--- config.mk ---
export PLATFORM = sky130hd
export DESIGN_NAME = servo_output_limiter
export DESIGN_NICKNAME = d
export VERILOG_FILES = /design/src/rtl/servo_output_limiter.sv
export SDC_FILE = /design/constraint.sdc
export NUM_CORES = 1
export LEC_CHECK = 0
export CAP_MARGIN = 10
export CORE_MARGIN = 2
export CORE_UTILIZATION = 47
export DETAILED_ROUTE_END_ITERATION = 6
export HOLD_SLACK_MARGIN = 0.1
export PLACE_DENSITY_LB_ADDON = 0.08
export SLEW_MARGIN = 10
export SYNTH_ARGS = -nofsm -noshare
export SYNTH_HDL_FRONTEND = slang
export SYNTH_SLANG_ARGS = --single-unit
--- constraint.sdc ---
create_clock -name clk_in -period 3.8 [get_ports clk_in]
set_input_delay 0.76 -clock clk_in [delete_from_list [all_inputs] [get_ports clk_in]]
set_output_delay 0.76 -clock clk_in [all_outputs]
set_load 0.1 [all_outputs]
--- src/rtl/servo_output_limiter.sv ---
// Clamp stage and rail-contact supervisor between the anti-windup IIR filter and the DAC.
// Optional build macro: SERVO_LIMITER_AUTO_RELOCK_EN (UNLOCKED returns to TRACK after a holdoff).
module servo_output_limiter #(
    parameter int IN_SIZE   = 18,
    parameter int OUT_SIZE  = 16,
    parameter int CNT_WIDTH = 16
) (
    input  logic                 clk_in,
    input  logic                 rst_in,
    input  logic                 on_in,
    input  logic [IN_SIZE-1:0]   signal_in,
    input  logic [OUT_SIZE-1:0]  min_in,
    input  logic [OUT_SIZE-1:0]  max_in,
    input  logic [CNT_WIDTH-1:0] rail_timeout_in,
    input  logic                 clear_in,
    output logic [OUT_SIZE-1:0]  signal_out,
    output logic [1:0]           railed_out,
    output logic                 hold_out,
    output logic                 lock_lost_out,
    output logic [CNT_WIDTH-1:0] rail_count_out
);

    typedef enum logic [1:0] {
        OFF,
        TRACK,
        RAILED,
        UNLOCKED
    } state_t;

    state_t state, state_next;

    logic signed [IN_SIZE-1:0] x_val;
    logic signed [IN_SIZE-1:0] min_ext;
    logic signed [IN_SIZE-1:0] max_ext;
    logic                      lo;
    logic                      hi;
    logic [OUT_SIZE-1:0]       clamped;
    logic [CNT_WIDTH-1:0]      count_inc;
    logic                      timeout_hit;

    logic [CNT_WIDTH-1:0]      count_next;
    logic [1:0]                railed_next;
    logic                      hold_next;
    logic                      lock_next;
    logic                      unlock_evt;

    // Rails are widened into the guard-banded domain so out-of-range inputs cannot wrap.
    assign x_val   = signal_in;
    assign min_ext = {{(IN_SIZE-OUT_SIZE){min_in[OUT_SIZE-1]}}, min_in};
    assign max_ext = {{(IN_SIZE-OUT_SIZE){max_in[OUT_SIZE-1]}}, max_in};

    assign lo      = (x_val < min_ext);
    assign hi      = !lo && (x_val > max_ext);
    assign clamped = lo ? min_in : (hi ? max_in : signal_in[OUT_SIZE-1:0]);

    assign count_inc   = (rail_count_out == {CNT_WIDTH{1'b1}}) ? rail_count_out
                                                               : rail_count_out + CNT_WIDTH'(1);
    assign timeout_hit = (rail_timeout_in != '0) && (count_inc >= rail_timeout_in);

    always_comb begin
        state_next  = state;
        count_next  = rail_count_out;
        railed_next = 2'b00;
        hold_next   = 1'b0;
        lock_next   = lock_lost_out;
        unlock_evt  = 1'b0;

        if (!on_in) begin
            state_next = OFF;
            count_next = '0;
        end else begin
            case (state)
                OFF: begin
                    state_next = TRACK;
                    count_next = '0;
                end
                TRACK: begin
                    railed_next = {hi, lo};
                    if (lo || hi) begin
                        state_next = RAILED;
                        count_next = CNT_WIDTH'(1);
                    end else begin
                        count_next = '0;
                    end
                end
                RAILED: begin
                    railed_next = {hi, lo};
                    if (lo || hi) begin
                        if (timeout_hit) begin
                            state_next = UNLOCKED;
                            count_next = '0;
                            unlock_evt = 1'b1;
                        end else begin
                            count_next = count_inc;
                        end
                    end else begin
                        state_next = TRACK;
                        count_next = '0;
                    end
                end
                UNLOCKED: begin
                    railed_next = {hi, lo};
                    if (clear_in) begin
                        state_next = TRACK;
                        count_next = '0;
`ifdef SERVO_LIMITER_AUTO_RELOCK_EN
                    end else if (timeout_hit) begin
                        state_next = TRACK;
                        count_next = '0;
`endif
                    end else begin
                        hold_next  = 1'b1;
                        count_next = count_inc;
                    end
                end
                default: begin
                    state_next = OFF;
                    count_next = '0;
                end
            endcase
        end

        // A timeout in the same cycle as a clear must leave the fault flagged.
        if (unlock_evt) begin
            lock_next = 1'b1;
        end else if (clear_in) begin
            lock_next = 1'b0;
        end
    end

    always_ff @(posedge clk_in) begin
        if (rst_in) begin
            state          <= OFF;
            signal_out     <= '0;
            railed_out     <= 2'b00;
            hold_out       <= 1'b0;
            lock_lost_out  <= 1'b0;
            rail_count_out <= '0;
        end else begin
            state          <= state_next;
            signal_out     <= clamped;
            railed_out     <= railed_next;
            hold_out       <= hold_next;
            lock_lost_out  <= lock_next;
            rail_count_out <= count_next;
        end
    end

endmodule

---- After elaboration in Yosys (flattened, before gate mapping) ----
Index checks and enable logic that the tools add are counted.
operators by class
  $add $sub $neg .......................... 1
  order comparisons ....................... 3
  equality and inequality tests ........... 7
  shifts and indexed selects .............. 0
  div/mod/pow operators ................... 0
  muxes and demuxes ....................... 20
  bitwise logic cells ..................... 3
  multipliers ............................. 0
  reductions and logical operators ........ 12
operator list
  kind                                                                   count
  16-bit 2-to-1 mux                                                      6
  16-bit one-hot mux with 4 select lines                                 1
  18-bit by 16-bit greater-than comparator with 1-bit output             1
  18-bit by 16-bit < comparator with 1-bit output                        1
  16-bit by 1-bit adder with 16-bit output, second input constant        1
  16-bit equality test, second input constant                            1
  16-bit greater-or-equal comparator                                     1
  16-bit nonzero test                                                    1
  3-bit OR reduction                                                     3
  1-bit 2-to-1 mux                                                       8
  2-bit 2-to-1 mux                                                       4
  2-bit one-hot mux with 4 select lines                                  1
  2-bit equality test, second input constant                             2
  2-bit != test, second input constant                                   2
  3-bit != test, second input constant                                   1
  1-bit inverter                                                         3
  3-bit AND reduction                                                    1
  2-bit by 1-bit equality test with 1-bit output, second input constant  1
  1-bit logical AND                                                      2
  2-bit logical NOT                                                      1
  2-bit nonzero test                                                     1
  2-bit OR reduction                                                     1
  1-bit logical NOT                                                      1
  1-bit logical OR                                                       1
storage, ports and cells
  bits in latches ......................... 0
  memory bits (read-only) ................. 0
  memories ................................ 0
  flip-flop bits (word level) ............. 38
  input port bits ......................... 70
  RAM bits ................................ 0

---- Logic depth before layout (Yosys ltp) ----
  depth after elaboration ................. 9
  depth in mapped cells ................... 15

---- Worst setup path before layout ----
No wires, ideal clock.
  path kind ............................... register -> register
  from .................................... register rail_count_out[0]
  to ...................................... register rail_count_out[2]
  data arrival time ....................... 4028 ps
  path buffers ............................ 1
  path slack .............................. -306 ps
  data required time ...................... 3721 ps
  clock period less this slack ............ 4106 ps
  cell stages (with the launch flop) ...... 16
  library setup time ...................... 79 ps
  cells stage by stage .................... dfxtp_1 -> ha_1 -> nand2_1 -> nor3_1 -> a21oi_2 -> and3_1 -> xor2_1 -> ha_1 -> a211o_1 -> a21oi_1 -> o21ai_1 -> a41oi_1 -> o41ai_1 -> a311o_1 -> buf_2 -> nor3_1
on the way
  word-level cells in the longest chain between the ends .. 7
RTL lines
  item                                                                                     line    text
  from (decl)                                                                              20      output logic [CNT_WIDTH-1:0] rail_count_out
  from (signal assigned)                                                                   145     rail_count_out <= count_next;
  16-bit by 1-bit adder with 16-bit output / 16-bit equality test (equally long branches)  57, 56
  16-bit 2-to-1 mux (*)                                                                    56      assign count_inc = (rail_count_out == {CNT_WIDTH{1'b1}}) ? rail_count_out
  16-bit greater-or-equal comparator                                                       58      assign timeout_hit = (rail_timeout_in != '0) && (count_inc >= rail_timeout_in);
  1-bit logical AND                                                                        58
  16-bit 2-to-1 mux                                                                        89      if (timeout_hit) begin
  16-bit 2-to-1 mux                                                                        88      if (lo || hi) begin
  16-bit one-hot mux with 4 select lines (*)                                               72      case (state)
Mark *: on every way between the ends. The rest lies on a longest branch, timed or not.
A chain may end at the register's enable or synchronous reset.

---- Worst setup path after layout ----
  from .................................... register rail_count_out[4]
  to ...................................... register rail_count_out[9]
The elaborated chain is that of the path after synthesis.

==> out/metrics.cfg <==
[layout]
nets = 623
final_area_um2 = 4550
postLayoutCoreUtil_pct = 67.4
fillers = 584
final_common_cell = clkdlybuf4s50_1
antenna_cells = 0
area_growth_pct = 39.8
final_cell_mix = clkdlybuf4s50_1 (105), ha_1 (57), inv_1 (54)
drive_gt1_share_pct = 11.3

[drt]
vias_per_cell = 5.47
postRouteWirelength_um = 8520
vias = 3150
drt_iter0_drc = 68
wl_per_cell_um = 14.8
drcViolationCount = 0
first_pass_iters = 5
ant_nets = 0

[worst_setup_path]
max_stage_delay_ns = 0.52
crit_slowest_cell = o41ai_2
crit_path_start = rail_count_out[4]
path_cells = and4_1 > and4_1 > and2_2 > a21oi_4 > and4_1 > xor2_1 > ha_1 > a21o_1 > a21oi_1 > o21ai_0 > a41oi_2 > o41ai_2 > a311o_1 > buf_4 > nor2b_1
start_kind = flip-flop
cp_top_family = compound AO/OA/AOI/OAI gates
crit_fanout = 7
critPathRequiredTime_ns = 3.98
critPathKind = flip-flop to flip-flop
crit_path_end_kind = flip-flop
reg2reg_from = rail_count_out[4]
arrival_ns = 3.69
cpMostUsedCell = and4_1
critPathBufInv = 1

[clocking]
cts_buffers = 5
cts_root_buf = clkbuf_8
cts_tree = built
cts_num_sinks = 38
htree_levels = 2
clk_pin_slew_ns = 0.08
clk_path_buf_depth = 2
hold_buffers = 0
clk_latency_ns = 0.29

[yosys]
ys_types = 52
synth_edf_count = 0
avgSynthCellArea_um2 = 8.52
synth_nets = 509
yosysWarnings = 0
syn_area_um2 = 3260
syn-instance-count = 382
synth_seq_cells = 38
synth_top_area_share_pct = 23.4
yosysSeqAreaShare_pct = 23.4
yosys.area.top_type = dfxtp_1
synth_flop_cell = dfxtp_1
synthArstFlopShare_pct = 0
synthTopCellsByArea = dfxtp_1 (23%), ha_1 (22%), inv_1 (6.2%)

[placement]
gp_congestion = 0.928
port_buffers = 105
place_ws_ns = 0.106
hpwl_um = 7170
postPlaceCellArea_um2 = 4440

[global_route]
use_met3_pct = 3.03
busiest_layer = met2
grt_use_met1_pct = 27.2
grt_pass1_wl_um = 13800
grt-ovfl-total = 0
grtUsageTotal_pct = 22.8
antenna_found_initial = 0
grt_max_degree = 19
grt_pass1_vias = 3086
grtUsageMet2_pct = 42.3

[power]
p_leak_nw = 2.07
power_density_nw_per_um2 = 268
irDropWorstVdd_v = 0.000172

[floorplanning]
num_io_pins = 106
dieArea_um2 = 7610
dieWidth_um = 87.2
rows = 30
coreArea_um2 = 6760
die_h_um = 87.2
initial_core_util_pct = 48.2

[sta]
worst_slew_pin_slew_ns = 0.997
fin_crit_ns = 3.50
rsz0062_at_grt = false
hold_viol_final = 0
finClkSkew_ns = 0.00379
finalCritPeriodShare_pct = 92.1
setup_tns_ns = 0
fmax_mhz = 286
slew_viol_final = 0
whs_ns = 0.473
setup_viol = 0
slew-limit-headroom_pct = 33.3
fin_ws_ns = 0.299

[min_path]
hold_start = lock_lost_out
hp-class = flip-flop to flip-flop

[job]
maxCapViolCount = 0

[outcome]
status = finished, final reports clean

[cell usage after synthesis, types with 2 or more instances]
master	n
buf_6	3
nand4_1	9
xnor2_1	6
a21o_1	7
and4_1	6
a311o_1	2
a221o_1	2
nor3_1	4
nand2b_1	8
nand3_1	8
o21ai_1	2
buf_2	4
a21oi_1	16
o21ai_0	10
ha_1	57
a211o_1	2
and3_1	2
nor3b_1	3
nand2_1	22
dfxtp_1	38
inv_1	54
a21oi_2	2
nor2b_1	12
nor4_1	4
nor2_1	30
xor2_1	5
a211oi_1	11
o2111ai_1	2
or2_2	2
a211oi_2	8
mux2i_1	16
mux2_2	4
clkbuf_1	2
[metrics by stage]
step                      power [mW]  instances
after floorplan                0.784        382
after global placement         0.950        569
after detailed placement       0.957        569
after CTS                       1.23        576
after global routing            1.28        576
final                           1.22        576
[per-layer routing]
layer | up-vias | part of all wire, %
li1 | 1587 | -
met1 | 1460 | 43
met2 | 89 | 51
met3 | 14 | 3.8
met4 | 0 | 1.7
met5 | - | 0
[state kept, by name (all words and copies together) (netlist names)]
name and cells:
hold_out 1, lock_lost_out 1, rail_count_out 16, railed_out 2, signal_out 16, state 2
[cells by family (layout without fill, tap and decap cells)]
logic type	Yosys count	after routing	share of synthesized area, %
xor+xnor	11	11	2.96
compound gates	77	77	18.6
simple gates	116	116	18.8
flops	38	38	23.4
buf+inv	63	177	8.11
mux	20	20	6.30
fa+ha+maj	57	57	21.9
[cell type report]
class / count / area (um^2) / area share, %
clock buffers: 5 / 68.8 / 1.51
clock inverters: 2 / 10.0 / 0.220
inverters: 54 / 203 / 4.45
multi-input cells: 281 / 2260 / 49.6
flip-flops and latches: 38 / 777 / 17.1
well taps: 80 / 100 / 2.20
repair buffers: 116 / 1130 / 24.9
[repair_timing]
item	in CTS	in global routing
buffers inserted	0	0
setup endpoints to repair	0	18
gates resized for setup	0	5
[power breakdown]
part | internal, mW | switching, mW | leakage (nW)
Clock | 0.123 | 0.147 | 0.0438
Sequential | 0.421 | 0.00699 | 0.318
Combinational | 0.194 | 0.325 | 1.70
Total | 0.738 | 0.479 | 2.07
[path summary, 6_finish.rpt]
| path | endpoint | slack, ns | cells past startpoint |
|---|---|---|---|
| hold reg to reg | lock_lost_out | 0.47 | 2 |
| setup / recovery | rail_count_out[9] | 0.30 | 15 |
| setup reg to reg | rail_count_out[9] | 0.30 | 15 |
| hold / removal | lock_lost_out | 0.47 | 2 |
[worst min-delay path: stages, from the launching register on]
cell      delay, ns
dfxtp_1        0.31
nand2b_1       0.06
a21oi_1        0.06
No activity file was read; power rests on OpenSTA's default activity.
